===== src/rtl/alu_pkg.sv =====
// Shared definitions for the ALU/IR/MAR datapath slice: opcode constants and flag bundle.
package alu_pkg;

    localparam logic [4:0] OP_AND   = 5'b00000;
    localparam logic [4:0] OP_EOR   = 5'b00001;
    localparam logic [4:0] OP_SUB   = 5'b00010;
    localparam logic [4:0] OP_RSB   = 5'b00011;
    localparam logic [4:0] OP_ADD   = 5'b00100;
    localparam logic [4:0] OP_ADC   = 5'b00101;
    localparam logic [4:0] OP_SBC   = 5'b00110;
    localparam logic [4:0] OP_RSC   = 5'b00111;
    localparam logic [4:0] OP_TST   = 5'b01000;
    localparam logic [4:0] OP_TEQ   = 5'b01001;
    localparam logic [4:0] OP_CMP   = 5'b01010;
    localparam logic [4:0] OP_CMN   = 5'b01011;
    localparam logic [4:0] OP_ORR   = 5'b01100;
    localparam logic [4:0] OP_MOV   = 5'b01101;
    localparam logic [4:0] OP_BIC   = 5'b01110;
    localparam logic [4:0] OP_MVN   = 5'b01111;
    localparam logic [4:0] OP_INC4  = 5'b10000;
    localparam logic [4:0] OP_PASSA = 5'b10001;
    localparam logic [4:0] OP_PASSB = 5'b10010;
    localparam logic [4:0] OP_DEC4  = 5'b10011;

    typedef struct packed {
        logic z;
        logic n;
        logic c;
        logic v;
    } flags_t;

endpackage


===== src/rtl/alu_ir_mar_if.sv =====
// Control/datapath bus of the ALU/IR/MAR slice; master = control side, slave = datapath.
interface alu_ir_mar_if;
    logic [31:0] a;
    logic [31:0] b;
    logic [4:0]  op;
    logic        cin;
    logic        FRLd;
    logic        IRLd;
    logic [31:0] ir_in;
    logic        MARLd;
    logic [31:0] result;
    logic        flag_z;
    logic        flag_n;
    logic        flag_c;
    logic        flag_v;
    logic [31:0] ir_out;
    logic [31:0] mar_out;

    modport master (
        output a, b, op, cin, FRLd, IRLd, ir_in, MARLd,
        input  result, flag_z, flag_n, flag_c, flag_v, ir_out, mar_out
    );

    modport slave (
        input  a, b, op, cin, FRLd, IRLd, ir_in, MARLd,
        output result, flag_z, flag_n, flag_c, flag_v, ir_out, mar_out
    );
endinterface


===== src/rtl/alu_core.sv =====
// Combinational 32-bit ALU with Z/N/C/V flags; all arithmetic goes through one x + y + ci adder.
module alu_core
    import alu_pkg::*;
(
    input  logic [31:0] a,
    input  logic [31:0] b,
    input  logic [4:0]  op,
    input  logic        c,
    output logic [31:0] result,
    output flags_t      flags
);

    logic [31:0] x;
    logic [31:0] y;
    logic        ci;
    logic        arith;
    logic [32:0] sum;

    always_comb begin
        // NOTE: every variable gets a default before the case so no path leaves one unassigned (no latch).
        x      = '0;
        y      = '0;
        ci     = 1'b0;
        arith  = 1'b0;
        result = '0;
        unique case (op)
            OP_AND, OP_TST:  result = a & b;
            OP_EOR, OP_TEQ:  result = a ^ b;
            OP_ORR:          result = a | b;
            OP_MOV, OP_PASSB: result = b;
            OP_BIC:          result = a & ~b;
            OP_MVN:          result = ~b;
            OP_PASSA:        result = a;
            // Subtraction is A + ~B + carry-in, so C=1 means no borrow.
            OP_SUB, OP_CMP:  begin x = a; y = ~b; ci = 1'b1; arith = 1'b1; end
            OP_RSB:          begin x = b; y = ~a; ci = 1'b1; arith = 1'b1; end
            OP_ADD, OP_CMN:  begin x = a; y = b;  ci = 1'b0; arith = 1'b1; end
            OP_ADC:          begin x = a; y = b;  ci = c;    arith = 1'b1; end
            OP_SBC:          begin x = a; y = ~b; ci = c;    arith = 1'b1; end
            OP_RSC:          begin x = b; y = ~a; ci = c;    arith = 1'b1; end
            OP_INC4:         begin x = a; y = 32'd4;  ci = 1'b0; arith = 1'b1; end
            OP_DEC4:         begin x = a; y = ~32'd4; ci = 1'b1; arith = 1'b1; end
            default:         result = '0;
        endcase

        sum = {1'b0, x} + {1'b0, y} + {32'd0, ci};
        if (arith) begin
            result = sum[31:0];
        end

        flags.z = (result == 32'd0);
        flags.n = result[31];
        flags.c = arith ? sum[32] : c;
        flags.v = arith & (x[31] == y[31]) & (sum[31] != x[31]);
    end

endmodule


===== src/rtl/alu_ir_mar.sv =====
// ALU + Instruction Register + Memory Address Register datapath slice.
// Optional macro FLAG_REG_EN adds a registered Z/N/C/V flag set loaded by FRLd.
module alu_ir_mar
    import alu_pkg::*;
(
    input logic          CLK,
    input logic          CLR,
    alu_ir_mar_if.slave  bus
);

    logic [31:0] alu_result;
    flags_t      alu_flags;
    flags_t      flags_shown;
    logic        c_used;
    logic [31:0] ir_q;
    logic [31:0] mar_q;

    alu_core u_alu_core (
        .a      (bus.a),
        .b      (bus.b),
        .op     (bus.op),
        .c      (c_used),
        .result (alu_result),
        .flags  (alu_flags)
    );

    // NOTE: sequential state uses non-blocking assignments; CLR is tested first so it beats any load.
    always_ff @(posedge CLK) begin
        if (CLR) begin
            ir_q  <= '0;
            mar_q <= '0;
        end else begin
            if (bus.IRLd)  ir_q  <= bus.ir_in;
            if (bus.MARLd) mar_q <= alu_result;
        end
    end

`ifdef FLAG_REG_EN
    flags_t flag_q;
    logic   unused_cin;

    always_ff @(posedge CLK) begin
        if (CLR) begin
            flag_q <= '0;
        end else if (bus.FRLd) begin
            flag_q <= alu_flags;
        end
    end

    assign c_used      = flag_q.c;
    assign flags_shown = flag_q;
    assign unused_cin  = bus.cin;
`else
    logic unused_frld;

    assign c_used      = bus.cin;
    assign flags_shown = alu_flags;
    assign unused_frld = bus.FRLd;
`endif

    assign bus.result  = alu_result;
    assign bus.flag_z  = flags_shown.z;
    assign bus.flag_n  = flags_shown.n;
    assign bus.flag_c  = flags_shown.c;
    assign bus.flag_v  = flags_shown.v;
    assign bus.ir_out  = ir_q;
    assign bus.mar_out = mar_q;

endmodule


===== src/flat_wrapper.sv =====
// flat-port wrapper written by rule: the top's interface ports become plain ports
module alu_ir_mar_flat import alu_pkg::*;
  (CLK, CLR, bus_a, bus_b, bus_op, bus_cin, bus_FRLd, bus_IRLd, bus_ir_in, bus_MARLd, bus_result, bus_flag_z, bus_flag_n, bus_flag_c, bus_flag_v, bus_ir_out, bus_mar_out);
  alu_ir_mar_if bus_i ();
  input logic CLK;
  input logic CLR;
  input wire logic [$bits(bus_i.a)-1:0] bus_a;
  input wire logic [$bits(bus_i.b)-1:0] bus_b;
  input wire logic [$bits(bus_i.op)-1:0] bus_op;
  input wire logic [$bits(bus_i.cin)-1:0] bus_cin;
  input wire logic [$bits(bus_i.FRLd)-1:0] bus_FRLd;
  input wire logic [$bits(bus_i.IRLd)-1:0] bus_IRLd;
  input wire logic [$bits(bus_i.ir_in)-1:0] bus_ir_in;
  input wire logic [$bits(bus_i.MARLd)-1:0] bus_MARLd;
  output wire logic [$bits(bus_i.result)-1:0] bus_result;
  output wire logic [$bits(bus_i.flag_z)-1:0] bus_flag_z;
  output wire logic [$bits(bus_i.flag_n)-1:0] bus_flag_n;
  output wire logic [$bits(bus_i.flag_c)-1:0] bus_flag_c;
  output wire logic [$bits(bus_i.flag_v)-1:0] bus_flag_v;
  output wire logic [$bits(bus_i.ir_out)-1:0] bus_ir_out;
  output wire logic [$bits(bus_i.mar_out)-1:0] bus_mar_out;
  assign bus_i.a = bus_a;
  assign bus_i.b = bus_b;
  assign bus_i.op = bus_op;
  assign bus_i.cin = bus_cin;
  assign bus_i.FRLd = bus_FRLd;
  assign bus_i.IRLd = bus_IRLd;
  assign bus_i.ir_in = bus_ir_in;
  assign bus_i.MARLd = bus_MARLd;
  assign bus_result = bus_i.result;
  assign bus_flag_z = bus_i.flag_z;
  assign bus_flag_n = bus_i.flag_n;
  assign bus_flag_c = bus_i.flag_c;
  assign bus_flag_v = bus_i.flag_v;
  assign bus_ir_out = bus_i.ir_out;
  assign bus_mar_out = bus_i.mar_out;
  alu_ir_mar u_core (.CLK(CLK), .CLR(CLR), .bus(bus_i));
endmodule

===== config.mk =====
export PLATFORM = sky130hd
export DESIGN_NAME = alu_ir_mar_flat
export DESIGN_NICKNAME = d
export VERILOG_FILES = /design/src/rtl/alu_pkg.sv /design/src/rtl/alu_ir_mar_if.sv /design/src/rtl/alu_core.sv /design/src/rtl/alu_ir_mar.sv /design/src/flat_wrapper.sv
export SDC_FILE = /design/constraint.sdc
export NUM_CORES = 1
export LEC_CHECK = 0
export CELL_PAD_IN_SITES_DETAIL_PLACEMENT = 1
export CELL_PAD_IN_SITES_GLOBAL_PLACEMENT = 2
export CORE_UTILIZATION = 27
export DETAILED_ROUTE_END_ITERATION = 16
export GPL_TIMING_DRIVEN = 0
export PLACE_DENSITY = 0.86
export SLEW_MARGIN = 20
export SYNTH_ARGS = -nofsm -noshare
export SYNTH_HDL_FRONTEND = slang
export SYNTH_SLANG_ARGS = --single-unit
export TNS_END_PERCENT = 50

===== constraint.sdc =====
create_clock -name CLK -period 5.9 [get_ports CLK]
set_input_delay 0.59 -clock CLK [delete_from_list [all_inputs] [get_ports CLK]]
set_output_delay 0.59 -clock CLK [all_outputs]
set_load 0.01 [all_outputs]

==> report_table.html, run 1 <==
<table>
<tr><th>Metric</th><th>Value</th></tr>
<tr><th colspan="2">Clock tree</th></tr>
<tr><td>Root buffer selected by CTS</td><td>clkbuf_16</td></tr>
<tr><td>Htree depth</td><td>3</td></tr>
<tr><td>Worst-case clock buffer depth</td><td>2</td></tr>
<tr><td>Cts bufs inserted</td><td>9</td></tr>
<tr><td>Clock latency of the later-clocked register in the worst-skew pair</td><td>between 300 and 400 ps</td></tr>
<tr><td>Hold buffer count at CTS</td><td>0</td></tr>
<tr><td>Clock transition at the register clock pins on the worst setup and hold paths after CTS</td><td>around 60 ps</td></tr>
<tr><td>Sink count of the clock tree</td><td>64</td></tr>
<tr><td>Clock tree from TritonCTS</td><td>done</td></tr>
<tr><th colspan="2">Timing</th></tr>
<tr><td>Final critical-path share of the clock period</td><td>0.985</td></tr>
<tr><td>Final hold violation count</td><td>0</td></tr>
<tr><td>Setup Skew</td><td>0 ps</td></tr>
<tr><td>Total negative slack</td><td>0 ps</td></tr>
<tr><td>Achievable clock frequency</td><td>172 MHz</td></tr>
<tr><td>Final Critical Period</td><td>slightly below 6000 ps</td></tr>
<tr><td>Slew margin rel.</td><td>0.270</td></tr>
<tr><td>Least-Margin Pin Slew</td><td>around 1100 ps</td></tr>
<tr><td>Final-report setup violation count</td><td>0</td></tr>
<tr><td>Slew Limit Fails</td><td>0</td></tr>
<tr><th colspan="2">Setup path</th></tr>
<tr><td>List of cells traversed by the critical path</td><td>clkbuf_4, buf_8, buf_6, buf_8, or3_4, clkbuf_16, o22ai_2, a21oi_1, nand2_1, fa_2, inv_2, fa_2, nand2b_4, a21oi_4, o211ai_1, a211o_1, and4_1, or3_4, a2111oi_4, nand4_1, nor4_2, buf_2</td></tr>
<tr><td>Required time reported for the critical path endpoint</td><td>roughly 5300 ps</td></tr>
<tr><td>Category of the critical setup timing path</td><td>input port to primary output</td></tr>
<tr><td>Cell type group with the largest total delay on the critical path</td><td>simple AND/OR/NAND/NOR gates</td></tr>
<tr><td>Worst Path Buf+Inv</td><td>7</td></tr>
<tr><td>Startpoint type of the worst setup path</td><td>input port</td></tr>
<tr><td>Worst path slowest cell</td><td>fa_2</td></tr>
<tr><td>Largest fanout on the critical path</td><td>10</td></tr>
<tr><td>Worst path max stage delay</td><td>450 ps</td></tr>
<tr><td>Critical Path AT</td><td>5220 ps</td></tr>
<tr><td>Endpoint type of the worst setup path</td><td>primary output</td></tr>
<tr><th colspan="2">Yosys</th></tr>
<tr><td>Post-synth EDFFs</td><td>0</td></tr>
<tr><td>Area contributors post-synth</td><td>dfxtp_1, ha_1, a21oi_1</td></tr>
<tr><td>Total number of yosys warnings</td><td>0</td></tr>
<tr><td>Net count after synthesis</td><td>1347</td></tr>
<tr><td>Synthesized instance count</td><td>between 1000 and 1500</td></tr>
<tr><td>Number of unique standard cell types used by synthesis</td><td>slightly above 90</td></tr>
<tr><td>Post-synth top area share</td><td>0.160</td></tr>
<tr><td>Synthesis-stage register bit count</td><td>64</td></tr>
<tr><td>Share of flip-flops with an asynchronous set or reset after synthesis</td><td>0</td></tr>
<tr><td>Share of synthesized area occupied by flip-flops and latches</td><td>0.160</td></tr>
<tr><td>Most frequently used flop master after synthesis</td><td>dfxtp_1</td></tr>
<tr><td>Library cell with the largest summed area after synthesis</td><td>dfxtp_1</td></tr>
<tr><td>Mean Syn Cell Area</td><td>6.80 µm²</td></tr>
<tr><td>Cell area after technology mapping</td><td>0.00799 mm²</td></tr>
<tr><th colspan="2">Layout</th></tr>
<tr><td>Share of post-route cells with drive strength above 1</td><td>0.135</td></tr>
<tr><td>Fin nets</td><td>between 1500 and 2000</td></tr>
<tr><td>Post-route cell area</td><td>roughly 0.012 mm²</td></tr>
<tr><td>Post-layout utilization of the core</td><td>0.405</td></tr>
<tr><td>Antenna Cells</td><td>0</td></tr>
<tr><td>Area growth from synthesis to layout</td><td>46.6%</td></tr>
<tr><td>Seq. cell area</td><td>around 0.0013 mm²</td></tr>
<tr><td>Number of fill cells in the layout</td><td>3625</td></tr>
<tr><td>Multi-input gate area</td><td>~0.0063 mm²</td></tr>
<tr><td>Final std cells w/o fill</td><td>around 1800</td></tr>
<tr><th colspan="2">Power</th></tr>
<tr><td>Leakage component of the power</td><td>around 5 nW</td></tr>
<tr><td>Total power per unit cell area</td><td>172 mW/mm²</td></tr>
<tr><td>Worst IR drop on VDD</td><td>about 0.17 mV</td></tr>
<tr><th colspan="2">Routing</th></tr>
<tr><td>Routed via count divided by cell count</td><td>5.71</td></tr>
<tr><td>First-pass iteration count of the detailed router</td><td>7</td></tr>
<tr><td>Detailed router's first-iteration violation count</td><td>roughly 740</td></tr>
<tr><td>Routed wire length</td><td>just over 40 mm</td></tr>
<tr><td>Residual antenna-violating net count after detailed routing</td><td>0</td></tr>
<tr><td>Final routed wire length divided by cell count</td><td>22.5 µm</td></tr>
<tr><td>Total via count after detailed routing</td><td>approximately 10000</td></tr>
<tr><td>Remaining design rule violation count</td><td>0</td></tr>
<tr><th colspan="2">Worst hold path</th></tr>
<tr><td>Hold/Removal Path Class</td><td>register to register</td></tr>
<tr><th colspan="2">Global routing</th></tr>
<tr><td>Number of antenna violations at the first check in global routing</td><td>0</td></tr>
<tr><td>Wire length of the first global-routing pass</td><td>61.1 mm</td></tr>
<tr><td>Pin count of the biggest net entering global routing</td><td>12</td></tr>
<tr><td>Number of global-route vias before repair</td><td>around 10000</td></tr>
<tr><td>GRT Resource Usage Total</td><td>0.260</td></tr>
<tr><td>Total grt overflow</td><td>0</td></tr>
<tr><th colspan="2">Die</th></tr>
<tr><td>IO Count</td><td>~210</td></tr>
<tr><td>Height of the die</td><td>roughly 170 µm</td></tr>
<tr><td>Number of standard-cell rows in the floorplan</td><td>62</td></tr>
<tr><td>Die Area</td><td>0.0303 mm²</td></tr>
<tr><td>Starting utilization of the core area</td><td>0.276</td></tr>
<tr><td>Area of the placeable core</td><td>about 0.029 mm²</td></tr>
<tr><td>Die X-Extent</td><td>between 150 and 200 µm</td></tr>
<tr><th colspan="2">Placed design</th></tr>
<tr><td>DP Wirelength</td><td>31.8 mm</td></tr>
<tr><td>Number of placed instances with taps included</td><td>about 1800</td></tr>
<tr><td>Port Buffers</td><td>200</td></tr>
<tr><td>Placed Area</td><td>about 0.010 mm²</td></tr>
<tr><td>Routability cong.</td><td>0.952</td></tr>
<tr><th colspan="2">Run status</th></tr>
<tr><td>Run status</td><td>complete, no violations</td></tr>
<tr><th colspan="2">Run</th></tr>
<tr><td>Number of max-capacitance violations reported</td><td>0</td></tr>
</table>
==> logic make-up (layout without fill, tap and decap cells) <==
kind of cell	after synthesis	after routing	share of synthesized area
AND/OR/NAND/NOR	388	388	0.227
XOR/XNOR	14	14	0.0153
multiplexers	41	41	0.0513
flip-flops	64	64	0.160
buffers and inverters	181	448	0.0931
adder cells (fa/ha/maj)	65	65	0.104
AO/OA/AOI/OAI	422	422	0.349
==> layer usage <==
layer / vias up / GRT usage / share of wire
met1: 5134 / 0.339 / 0.44
met4: 0 / 0.113 / 0.043
met2: 372 / 0.432 / 0.47
met5: - / 0 / 0
li1: 4840 / - / -
met3: 87 / 0.0291 / 0.050
==> state kept, by name, indices dropped and copies added (netlist names) <==
register / count
u_core.bus.mar_out: 32
u_core.bus.ir_out: 32
==> placed cells by master, fill, tap and decap left out, types with 6 or more instances in the layout <==
cell type / n
clkdlybuf4s50_1: 195
nand2_1: 125
nor2_1: 124
a21oi_1: 107
inv_1: 91
dfxtp_1: 64
o21ai_0: 63
ha_1: 58
buf_4: 56
mux2i_1: 41
o22ai_1: 39
a211oi_1: 37
nor3_1: 34
clkbuf_1: 32
o211ai_1: 19
buf_2: 18
nand3_1: 16
nand4_1: 14
o221ai_1: 13
a21o_1: 12
clkbuf_16: 12
o21a_1: 11
buf_6: 10
and3_1: 9
a211o_1: 9
xor2_1: 8
nor3b_1: 7
o21ai_1: 7
buf_8: 6
or2_2: 6
a32oi_1: 6
xnor2_1: 6
a31oi_1: 6
clkbuf_2: 6
==> layout make-up <==
| class | instances | area share |
|---|---|---|
| multi-input combinational | 930 | 0.535 |
| timing repair buffer | 257 | 0.209 |
| sequential | 64 | 0.109 |
| buffer | 81 | 0.0469 |
| tap | 384 | 0.0410 |
| inverter | 94 | 0.0304 |
| clock buffer | 10 | 0.0195 |
| clock inverter | 6 | 0.00918 |
==> per-stage QoR <==
stage | power (mW) | hold WS [ps] | setup WS, ps
2_1_floorplan | 0.913 | 481 | 192
3_3_place_gp | 1.30 | 460 | -2410
3_5_place_dp | 1.31 | 458 | -2510
4_1_cts | 1.97 | 477 | -7.49
5_1_grt | 2.10 | 506 | -46.8
6_report | 2.01 | 477 | 86.8
==> worst reg2reg max path: cells and delay by family, from the launching register on <==
kind             cells  cell delay (ps)
AND/OR/NAND/NOR      1               50
AO/OA/AOI/OAI        1              260
flip-flops           1              350
==> repair_timing <==
item / CTS / global route
resized for setup: 104 / 51
setup buffers: 25 / 30
hold endpoints to repair: 0 / 0
gates cloned: 0 / 1
pin swaps: 22 / 29
endpoints found under the setup margin: 51 / 16
==> path summary, 6_finish.rpt <==
| path | to | startpoint | slack (ps) | cells past startpoint |
|---|---|---|---|---|
| max | bus_flag_z | bus_op[4] | 90 | 22 |
| max reg2reg | u_core.bus.mar_out[10] | u_core.bus.mar_out[10] | 5130 | 2 |
| min reg2reg | u_core.bus.mar_out[0] | u_core.bus.mar_out[0] | 480 | 2 |
| min | u_core.bus.mar_out[0] | u_core.bus.mar_out[0] | 480 | 2 |
==> report_power, final <==
part           total (mW)  switching (mW)  leakage (nW)  internal [mW]
sequential          0.479          0.0162         0.529          0.463
combinational       0.921           0.517          4.29          0.404
clock               0.612           0.201         0.162          0.411
==> synthesized netlist by cell type, types with 4 or more instances <==
cell type and n:
a22oi_1 6, o21ai_0 72, ha_1 63, clkbuf_1 48
a32oi_1 6, nor2_1 125, o211ai_1 19, nor3_1 37
and3_1 9, o21a_1 12, dfxtp_1 64, o221ai_1 14
nor3b_1 8, nand4_1 14, o22ai_1 40, nand2b_1 5
buf_2 21, a21o_1 12, or3_1 5, xor2_1 8
xnor2_1 6, a211o_1 10, or2_2 6, and2_1 5
a211oi_1 42, nand2_1 126, o31ai_1 4, inv_1 94
a21oi_1 113, buf_4 4, nand3_1 16, a31oi_1 7
mux2i_1 41, buf_1 10, nor4_1 4, o31a_1 4
a221oi_1 6
No activity file was read; power rests on OpenSTA's default activity.
==> run 2, diff against run 1 <==
Settings changed: SYNTH_HIERARCHICAL from default to 1.
==> run 2 against run 1 <==
Clock skew unchanged. Largest power group unchanged. Critical path depth shrank 2. Critical path type unchanged. Sequential power hardly changed. Hold slack better by 13 ps. Clock power fell by 23%. Count of clock-buffer cells in the layout down 1. Via count shrank 8.8%. Largest cell class unchanged. Die area decreased by 3.1%. Sequential share of layout area rose by 0.42 points.
==> report_table.html, run 2 <==
<table>
<tr><th>Metric</th><th>Value</th></tr>
<tr><th colspan="2">Worst hold path</th></tr>
<tr><td>Hold/Removal Path Class</td><td>register to register (unchanged)</td></tr>
<tr><th colspan="2">Placed design</th></tr>
<tr><td>Routability cong.</td><td>0.913 (was 0.952)</td></tr>
<tr><td>Number of placed instances with taps included</td><td>1693 (was 1760)</td></tr>
<tr><td>Port Buffers</td><td>199 (was 200)</td></tr>
<tr><td>DP Wirelength</td><td>28.7 mm (was 31.8 mm)</td></tr>
<tr><th colspan="2">Run</th></tr>
<tr><td>Number of max-capacitance violations reported</td><td>0 (unchanged)</td></tr>
<tr><th colspan="2">Yosys</th></tr>
<tr><td>Cell area after technology mapping</td><td>0.00774 mm² (was 0.00799 mm²)</td></tr>
<tr><td>Share of synthesized area occupied by flip-flops and latches</td><td>0.165 (was 0.160)</td></tr>
<tr><td>Commonest cells in the netlist</td><td>nor2_1, nand2_1, a21oi_1 (was nand2_1, nor2_1, a21oi_1)</td></tr>
<tr><td>Mean Syn Cell Area</td><td>6.95 µm² (was 6.80 µm²)</td></tr>
<tr><td>Synthesized instance count</td><td>1115 (was 1175)</td></tr>
<tr><td>Post-synth EDFFs</td><td>0 (unchanged)</td></tr>
<tr><td>Area contributors post-synth</td><td>dfxtp_1, ha_1, mux2i_1 (was dfxtp_1, ha_1, a21oi_1)</td></tr>
<tr><td>Most frequently used cell type in the post-synthesis netlist</td><td>nor2_1 (was nand2_1)</td></tr>
<tr><td>Most frequently used flop master after synthesis</td><td>dfxtp_1 (unchanged)</td></tr>
<tr><td>Synthesis-stage register bit count</td><td>64 (unchanged)</td></tr>
<tr><td>Net count after synthesis</td><td>1287 (was 1347)</td></tr>
<tr><td>Library cell with the largest summed area after synthesis</td><td>dfxtp_1 (unchanged)</td></tr>
<tr><td>Share of flip-flops with an asynchronous set or reset after synthesis</td><td>0 (unchanged)</td></tr>
<tr><td>Number of unique standard cell types used by synthesis</td><td>76 (was 92)</td></tr>
<tr><td>Total number of yosys warnings</td><td>6 (was 0)</td></tr>
<tr><td>Post-synth top area share</td><td>0.165 (was 0.160)</td></tr>
<tr><th colspan="2">Routing</th></tr>
<tr><td>Residual antenna-violating net count after detailed routing</td><td>0 (unchanged)</td></tr>
<tr><td>Detailed router's first-iteration violation count</td><td>658 (was 739)</td></tr>
<tr><td>Remaining design rule violation count</td><td>0 (unchanged)</td></tr>
<tr><td>Total via count after detailed routing</td><td>9516 (was 10433)</td></tr>
<tr><td>First-pass iteration count of the detailed router</td><td>5 (was 7)</td></tr>
<tr><td>Final routed wire length divided by cell count</td><td>21.5 µm (was 22.5 µm)</td></tr>
<tr><td>Routed wire length</td><td>37.5 mm (was 41.1 mm)</td></tr>
<tr><td>Routed via count divided by cell count</td><td>5.46 (was 5.71)</td></tr>
<tr><th colspan="2">Die</th></tr>
<tr><td>Die X-Extent</td><td>171 µm (was 174 µm)</td></tr>
<tr><td>Number of standard-cell rows in the floorplan</td><td>61 (was 62)</td></tr>
<tr><td>Area of the placeable core</td><td>0.0280 mm² (was 0.0289 mm²)</td></tr>
<tr><td>IO Count</td><td>207 (unchanged)</td></tr>
<tr><td>Die Area</td><td>0.0294 mm² (was 0.0303 mm²)</td></tr>
<tr><td>Height of the die</td><td>171 µm (was 174 µm)</td></tr>
<tr><td>Starting utilization of the core area</td><td>0.276 (about the same)</td></tr>
<tr><th colspan="2">Setup path</th></tr>
<tr><td>Largest fanout on the critical path</td><td>12 (was 10)</td></tr>
<tr><td>Length in cells of the worst reg-to-reg path</td><td>2 (unchanged)</td></tr>
<tr><td>Critical Path End</td><td>bus_result[29] (was bus_flag_z)</td></tr>
<tr><td>Critical path launch point</td><td>bus_op[1] (was bus_op[4])</td></tr>
<tr><td>Worst Path Buf+Inv</td><td>5 (was 7)</td></tr>
<tr><td>Worst path max stage delay</td><td>650 ps (was 450 ps)</td></tr>
<tr><td>Endpoint type of the worst setup path</td><td>primary output (unchanged)</td></tr>
<tr><td>Worst R2R Start</td><td>u_core/bus.ir_out[15] (was u_core.bus.mar_out[10])</td></tr>
<tr><td>Required time reported for the critical path endpoint</td><td>5310 ps (about the same)</td></tr>
<tr><td>Worst path slowest cell</td><td>clkdlybuf4s50_1 (was fa_2)</td></tr>
<tr><td>Setup slack, reg-to-reg</td><td>5210 ps (was 5130 ps)</td></tr>
<tr><td>Cell count along the critical path</td><td>20 (was 22)</td></tr>
<tr><td>Capture point of the worst reg-to-reg path</td><td>u_core/bus.ir_out[15] (was u_core.bus.mar_out[10])</td></tr>
<tr><td>Startpoint type of the worst setup path</td><td>input port (unchanged)</td></tr>
<tr><td>Category of the critical setup timing path</td><td>input port to primary output (unchanged)</td></tr>
<tr><td>Cell type group with the largest total delay on the critical path</td><td>compound AO/OA/AOI/OAI gates (was simple AND/OR/NAND/NOR gates)</td></tr>
<tr><td>Critical Path AT</td><td>5110 ps (was 5220 ps)</td></tr>
<tr><td>List of cells traversed by the critical path</td><td>buf_4, buf_12, nand2b_4, nor2_2, a31oi_4, nor2_4, buf_8, buf_4, a21oi_1, o211ai_1, ha_1, and2_1, a221o_1, o211ai_1, nand4_1, a41o_1, nor2_1, a211oi_1, o21ai_1, clkdlybuf4s50_1 (was clkbuf_4, buf_8, buf_6, buf_8, or3_4, clkbuf_16, o22ai_2, a21oi_1, nand2_1, fa_2, inv_2, fa_2, nand2b_4, a21oi_4, o211ai_1, a211o_1, and4_1, or3_4, a2111oi_4, nand4_1, nor4_2, buf_2)</td></tr>
<tr><th colspan="2">Clock tree</th></tr>
<tr><td>Worst-case clock buffer depth</td><td>2 (unchanged)</td></tr>
<tr><td>Clock latency of the later-clocked register in the worst-skew pair</td><td>320 ps (was 340 ps)</td></tr>
<tr><td>Clock tree from TritonCTS</td><td>done (unchanged)</td></tr>
<tr><td>Cts bufs inserted</td><td>9 (unchanged)</td></tr>
<tr><td>Htree depth</td><td>3 (unchanged)</td></tr>
<tr><td>Clock transition at the register clock pins on the worst setup and hold paths after CTS</td><td>50 ps (was 60 ps)</td></tr>
<tr><td>Hold buffer count at CTS</td><td>0 (unchanged)</td></tr>
<tr><td>Root buffer selected by CTS</td><td>clkbuf_16 (unchanged)</td></tr>
<tr><td>Sink count of the clock tree</td><td>64 (unchanged)</td></tr>
<tr><th colspan="2">Layout</th></tr>
<tr><td>Area growth from synthesis to layout</td><td>45.7% (was 46.6%)</td></tr>
<tr><td>Most frequent standard cell in the layout excluding fill and tap cells</td><td>clkdlybuf4s50_1 (unchanged)</td></tr>
<tr><td>Seq. cell area</td><td>0.00128 mm² (unchanged)</td></tr>
<tr><td>Share of post-route cells with drive strength above 1</td><td>0.137 (was 0.135)</td></tr>
<tr><td>Fin nets</td><td>1532 (was 1609)</td></tr>
<tr><td>Antenna Cells</td><td>0 (unchanged)</td></tr>
<tr><td>Commonest cells after routing, fill and taps aside</td><td>clkdlybuf4s50_1, nor2_1, nand2_1 (was clkdlybuf4s50_1, nand2_1, nor2_1)</td></tr>
<tr><td>Final std cells w/o fill</td><td>1742 (was 1826)</td></tr>
<tr><td>Number of fill cells in the layout</td><td>3459 (was 3625)</td></tr>
<tr><td>Multi-input gate area</td><td>0.00608 mm² (was 0.00627 mm²)</td></tr>
<tr><th colspan="2">Timing</th></tr>
<tr><td>Least-Margin Pin Slew</td><td>1030 ps (was 1090 ps)</td></tr>
<tr><td>Final hold violation count</td><td>0 (unchanged)</td></tr>
<tr><td>Slew Limit Fails</td><td>0 (unchanged)</td></tr>
<tr><td>Final critical-path share of the clock period</td><td>0.966 (was 0.985)</td></tr>
<tr><td>Final-report setup violation count</td><td>0 (unchanged)</td></tr>
<tr><td>Achievable clock frequency</td><td>175 MHz (was 172 MHz)</td></tr>
<tr><td>Slew margin rel.</td><td>0.311 (was 0.270)</td></tr>
<tr><td>Final Critical Period</td><td>5700 ps (was 5810 ps)</td></tr>
<tr><td>Setup Skew</td><td>0 ps (unchanged)</td></tr>
<tr><th colspan="2">Power</th></tr>
<tr><td>Leakage component of the power</td><td>4.81 nW (was 4.98 nW)</td></tr>
<tr><td>Total power per unit cell area</td><td>160 mW/mm² (was 172 mW/mm²)</td></tr>
<tr><td>Worst IR drop on VDD</td><td>0.207 mV (was 0.168 mV)</td></tr>
<tr><td>Total power draw</td><td>1.81 mW (was 2.01 mW)</td></tr>
<tr><th colspan="2">Global routing</th></tr>
<tr><td>Total grt overflow</td><td>0 (unchanged)</td></tr>
<tr><td>Pin count of the biggest net entering global routing</td><td>18 (was 12)</td></tr>
<tr><td>Number of antenna violations at the first check in global routing</td><td>0 (unchanged)</td></tr>
<tr><td>Wire length of the first global-routing pass</td><td>56.6 mm (was 61.1 mm)</td></tr>
<tr><td>Number of global-route vias before repair</td><td>9477 (was 10233)</td></tr>
<tr><td>GRT Resource Usage Total</td><td>0.252 (was 0.260)</td></tr>
<tr><th colspan="2">Run status</th></tr>
<tr><td>Run status</td><td>complete, no violations (unchanged)</td></tr>
</table>
-- run 2: per-layer routing --
metal  vias to the layer above  GRT usage  share of wire
li1                       4501          -              -
met1                      4612      0.329           0.45
met2                       363      0.415           0.46
met3                        40     0.0561          0.080
met4                         0     0.0679          0.019
met5                         -          0              0
-- run 2: timing repair --
item,CTS,global route
gates resized for setup,124,44
buffers inserted,37,10
gates cloned,0,1
endpoints found under the setup margin,58,8
pin swaps,26,35
-- run 2: kinds of logic after synthesis --
group,synth area share
buffers and inverters,0.0948
and+or+nand+nor,0.218
xor gates and xnor gates,0.0237
DFF,0.165
muxes,0.0868
AOI/OAI and AO/OA,0.304
adders and majority gates,0.107
-- run 2: metrics by stage --
step,TNS [ps],util,cell area [µm²],setup slack [ps],hold WS (ps)
3_3_place_gp,-71920,0.364,10200,-2710,470
3_5_place_dp,-70910,0.365,10200,-2670,484
6_report,0,0.403,11300,198,490
2_1_floorplan,0,-,7740,82.4,531
4_1_cts,0,0.397,11100,19.0,495
5_1_grt,-11.6,0.403,11300,-11.6,512
-- run 2: tightest hold or removal path, cell delays in order (launching register included) --
cell and delay (ps):
dfxtp_1 320, mux2i_1 60, nor2_1 70
-- run 2: how the worst min path moves through the flow --
stage,start,cells past startpoint,endpoint,slack [ps]
floorplan,u_core/bus.ir_out[29],2,u_core/bus.ir_out[29],530
global placement,u_core/bus.ir_out[25],2,u_core/bus.ir_out[25],470
detailed placement,u_core/bus.ir_out[0],2,u_core/bus.ir_out[0],480
CTS,u_core/bus.ir_out[21],2,u_core/bus.ir_out[21],490
global route,u_core/bus.ir_out[21],2,u_core/bus.ir_out[21],510
finish,u_core/bus.mar_out[13],2,u_core/bus.mar_out[13],490
-- run 2: cell type report --
type | instances | area share
buffer | 62 | 0.0460
clock inverter | 6 | 0.00333
multi-input combinational | 896 | 0.539
clock buffer | 9 | 0.0200
timing repair buffer | 248 | 0.210
sequential | 64 | 0.114
inverter | 79 | 0.0263
tap | 378 | 0.0419
-- run 2: power by group --
group / internal, mW / switching, mW / total, mW
Sequential: 0.462 / 0.0154 / 0.477
Clock: 0.279 / 0.192 / 0.471
Combinational: 0.394 / 0.467 / 0.861
==> run 3, diff against run 2 <==
Settings changed: HOLD_SLACK_MARGIN from default to 0.02, SKIP_CTS_REPAIR_TIMING from default to 1.
==> run 3 against run 2 <==
Final area increased by 1.0%. Count of clock-buffer cells in the layout unchanged. Critical endpoint is now bus_flag_z. Clock power is essentially flat. Global-route usage down 0.68 points. Via count up 1.6%. Sequential share of layout area fell by 0.12 points. Register-to-register slack hardly changed. Die area unchanged. Wire length grew 1.1%. Non-clock buffer count up 12. Maximum frequency shrank 3.1%.
==> report_table.html, run 3 (synthesis results as in run 2) <==
<table>
<tr><th>Metric</th><th>Value</th></tr>
<tr><th colspan="2">Layout</th></tr>
<tr><td>Most frequent standard cell in the layout excluding fill and tap cells</td><td>clkdlybuf4s50_1 (unchanged)</td></tr>
<tr><td>Share of post-route cells with drive strength above 1</td><td>0.144 (was 0.137)</td></tr>
<tr><td>Antenna Cells</td><td>0 (unchanged)</td></tr>
<tr><td>Final std cells w/o fill</td><td>1754 (was 1742)</td></tr>
<tr><td>Fin nets</td><td>1544 (was 1532)</td></tr>
<tr><td>Area growth from synthesis to layout</td><td>47.2% (was 45.7%)</td></tr>
<tr><td>Post-layout utilization of the core</td><td>0.407 (was 0.403)</td></tr>
<tr><td>Commonest cells after routing, fill and taps aside</td><td>clkdlybuf4s50_1, nor2_1, nand2_1 (unchanged)</td></tr>
<tr><td>Post-route cell area</td><td>0.0114 mm² (was 0.0113 mm²)</td></tr>
<tr><th colspan="2">Routing</th></tr>
<tr><td>Routed wire length</td><td>37.9 mm (was 37.5 mm)</td></tr>
<tr><td>Total via count after detailed routing</td><td>9671 (was 9516)</td></tr>
<tr><td>Detailed router's first-iteration violation count</td><td>813 (was 658)</td></tr>
<tr><td>Final routed wire length divided by cell count</td><td>21.6 µm (was 21.5 µm)</td></tr>
<tr><td>Routed via count divided by cell count</td><td>5.51 (was 5.46)</td></tr>
<tr><td>Remaining design rule violation count</td><td>0 (unchanged)</td></tr>
<tr><td>First-pass iteration count of the detailed router</td><td>5 (unchanged)</td></tr>
<tr><td>Residual antenna-violating net count after detailed routing</td><td>0 (unchanged)</td></tr>
<tr><th colspan="2">Clock tree</th></tr>
<tr><td>Sink count of the clock tree</td><td>64 (unchanged)</td></tr>
<tr><td>Worst-case clock buffer depth</td><td>2 (unchanged)</td></tr>
<tr><td>Clock latency of the later-clocked register in the worst-skew pair</td><td>320 ps (about the same)</td></tr>
<tr><td>Htree depth</td><td>3 (unchanged)</td></tr>
<tr><td>Cts bufs inserted</td><td>9 (unchanged)</td></tr>
<tr><td>Clock tree from TritonCTS</td><td>done (unchanged)</td></tr>
<tr><td>Root buffer selected by CTS</td><td>clkbuf_16 (unchanged)</td></tr>
<tr><td>Clock transition at the register clock pins on the worst setup and hold paths after CTS</td><td>50 ps (about the same)</td></tr>
<tr><th colspan="2">Power</th></tr>
<tr><td>Sequential Power Share</td><td>0.262 (was 0.264)</td></tr>
<tr><td>Total power per unit cell area</td><td>160 mW/mm² (about the same)</td></tr>
<tr><td>Leakage component of the power</td><td>4.88 nW (was 4.81 nW)</td></tr>
<tr><td>Internal Dissipation</td><td>1.14 mW (was 1.13 mW)</td></tr>
<tr><td>Net switching fraction of the power</td><td>0.373 (about the same)</td></tr>
<tr><td>Worst IR drop on VDD</td><td>0.207 mV (about the same)</td></tr>
<tr><td>Combinational group share of total power</td><td>0.479 (was 0.476)</td></tr>
<tr><td>Net Switching</td><td>0.678 mW (was 0.675 mW)</td></tr>
<tr><td>Clock power frac</td><td>0.259 (was 0.260)</td></tr>
<tr><th colspan="2">Die</th></tr>
<tr><td>Die X-Extent</td><td>171 µm (unchanged)</td></tr>
<tr><td>Area of the placeable core</td><td>0.0280 mm² (unchanged)</td></tr>
<tr><td>Number of standard-cell rows in the floorplan</td><td>61 (unchanged)</td></tr>
<tr><td>Height of the die</td><td>171 µm (unchanged)</td></tr>
<tr><td>Starting utilization of the core area</td><td>0.276 (unchanged)</td></tr>
<tr><td>IO Count</td><td>207 (unchanged)</td></tr>
<tr><td>Die Area</td><td>0.0294 mm² (unchanged)</td></tr>
<tr><th colspan="2">Placed design</th></tr>
<tr><td>Port Buffers</td><td>199 (unchanged)</td></tr>
<tr><td>Routability cong.</td><td>0.913 (unchanged)</td></tr>
<tr><td>DP Wirelength</td><td>28.7 mm (unchanged)</td></tr>
<tr><td>Number of placed instances with taps included</td><td>1693 (unchanged)</td></tr>
<tr><td>Placed Area</td><td>0.0102 mm² (unchanged)</td></tr>
<tr><td>Minimum setup slack after placement</td><td>-2670 ps (unchanged)</td></tr>
<tr><th colspan="2">Timing</th></tr>
<tr><td>Worst-case hold slack</td><td>490 ps (about the same)</td></tr>
<tr><td>Final Critical Period</td><td>5880 ps (was 5700 ps)</td></tr>
<tr><td>Final hold violation count</td><td>0 (unchanged)</td></tr>
<tr><td>Unrepaired setup endpoints after global routing</td><td>true</td></tr>
<tr><td>Achievable clock frequency</td><td>170 MHz (was 175 MHz)</td></tr>
<tr><td>Least-Margin Pin Slew</td><td>977 ps (was 1030 ps)</td></tr>
<tr><td>Setup Skew</td><td>0 ps (unchanged)</td></tr>
<tr><td>Slew Limit Fails</td><td>0 (unchanged)</td></tr>
<tr><td>Slew margin rel.</td><td>0.349 (was 0.311)</td></tr>
<tr><td>Worst setup slack after layout</td><td>16.1 ps (was 198 ps)</td></tr>
<tr><td>Final-report setup violation count</td><td>0 (unchanged)</td></tr>
<tr><td>Final critical-path share of the clock period</td><td>0.997 (was 0.966)</td></tr>
<tr><th colspan="2">Setup path</th></tr>
<tr><td>Critical Path AT</td><td>5290 ps (was 5110 ps)</td></tr>
<tr><td>Largest fanout on the critical path</td><td>8 (was 12)</td></tr>
<tr><td>Startpoint type of the worst setup path</td><td>input port (unchanged)</td></tr>
<tr><td>Category of the critical setup timing path</td><td>input port to primary output (unchanged)</td></tr>
<tr><td>Required time reported for the critical path endpoint</td><td>5310 ps (about the same)</td></tr>
<tr><td>Endpoint type of the worst setup path</td><td>primary output (unchanged)</td></tr>
<tr><th colspan="2">Global routing</th></tr>
<tr><td>Wire length of the first global-routing pass</td><td>55.0 mm (was 56.6 mm)</td></tr>
<tr><td>GRT Resource Usage Total</td><td>0.245 (was 0.252)</td></tr>
<tr><td>Number of antenna violations at the first check in global routing</td><td>0 (unchanged)</td></tr>
<tr><td>Pin count of the biggest net entering global routing</td><td>12 (was 18)</td></tr>
<tr><td>Number of global-route vias before repair</td><td>9244 (was 9477)</td></tr>
<tr><td>Total grt overflow</td><td>0 (unchanged)</td></tr>
<tr><th colspan="2">Run status</th></tr>
<tr><td>Run status</td><td>complete, no violations (unchanged)</td></tr>
<tr><th colspan="2">Run</th></tr>
<tr><td>Number of max-capacitance violations reported</td><td>0 (unchanged)</td></tr>
<tr><th colspan="2">Worst hold path</th></tr>
<tr><td>Hold/Removal Path Class</td><td>register to register (unchanged)</td></tr>
</table>
[run 3: changes by cell type in the layout (fill, tap and decap cells not counted), sizes merged]
cell | previous run | this run
dlymetal6s2s | 0 | 1
clkdlybuf4s50 | 196 | 195
buf | 82 | 99
clkbuf | 41 | 36
[run 3: per-layer routing]
layer / vias up / wire, µm / global-route usage
met5: - / 0 / 0
met4: 0 / 822 / 0.0683
met3: 47 / 3180 / 0.0543
met2: 422 / 17200 / 0.398
met1: 4675 / 16700 / 0.324
li1: 4527 / - / -
[run 3: path summary, 6_finish.rpt]
kind | startpoint | to | slack [ps] | depth (start not counted)
max | bus_op[1] | bus_flag_z | 20 | 23
min | u_core/bus.mar_out[13] | u_core/bus.mar_out[13] | 490 | 2
max reg2reg | u_core/bus.ir_out[15] | u_core/bus.ir_out[15] | 5210 | 2
min reg2reg | u_core/bus.mar_out[13] | u_core/bus.mar_out[13] | 490 | 2
[run 3: cell type report]
cell class	count	area, µm²
Timing Repair Buffer	257	2450
Sequential cell	64	1280
Multi-Input combinational cell	896	6090
Fill cell	3444	16600
Inverter	79	297
Buffer	65	544
Clock buffer	9	225
Clock inverter	6	37.5
Tap cell	378	473
[run 3: power groups by stage]
stage	logic, mW	clock network, mW	registers [mW]
after CTS	0.773	0.492	0.478
after detailed placement	0.767	0	0.486
after floorplan	0.382	0	0.498
after global placement	0.756	0	0.485
final	0.872	0.471	0.477
after global routing	0.933	0.508	0.481
[run 3: metrics by stage]
step           total power [mW]  TNS (ps)
2_1_floorplan             0.880         0
3_3_place_gp               1.24    -71920
3_5_place_dp               1.25    -70910
4_1_cts                    1.74    -63970
5_1_grt                    1.92      -148
6_report                   1.82         0
[run 3: critical path, stage by stage]
cell       delay [ps]
buf_8              90
buf_8             140
buf_8             120
nand2b_4          140
nor2_2             50
a31oi_4           190
nor2_4             80
buf_6             130
buf_4             160
a21oi_1           150
o211ai_1          130
ha_1              450
a21o_1            180
nand3_1            80
a311o_1           350
a2111oi_1         690
nor2_1            160
a211oi_2          290
o2111ai_1         150
or4_1             490
nor4_1            160
and3_1            180
buf_2             130
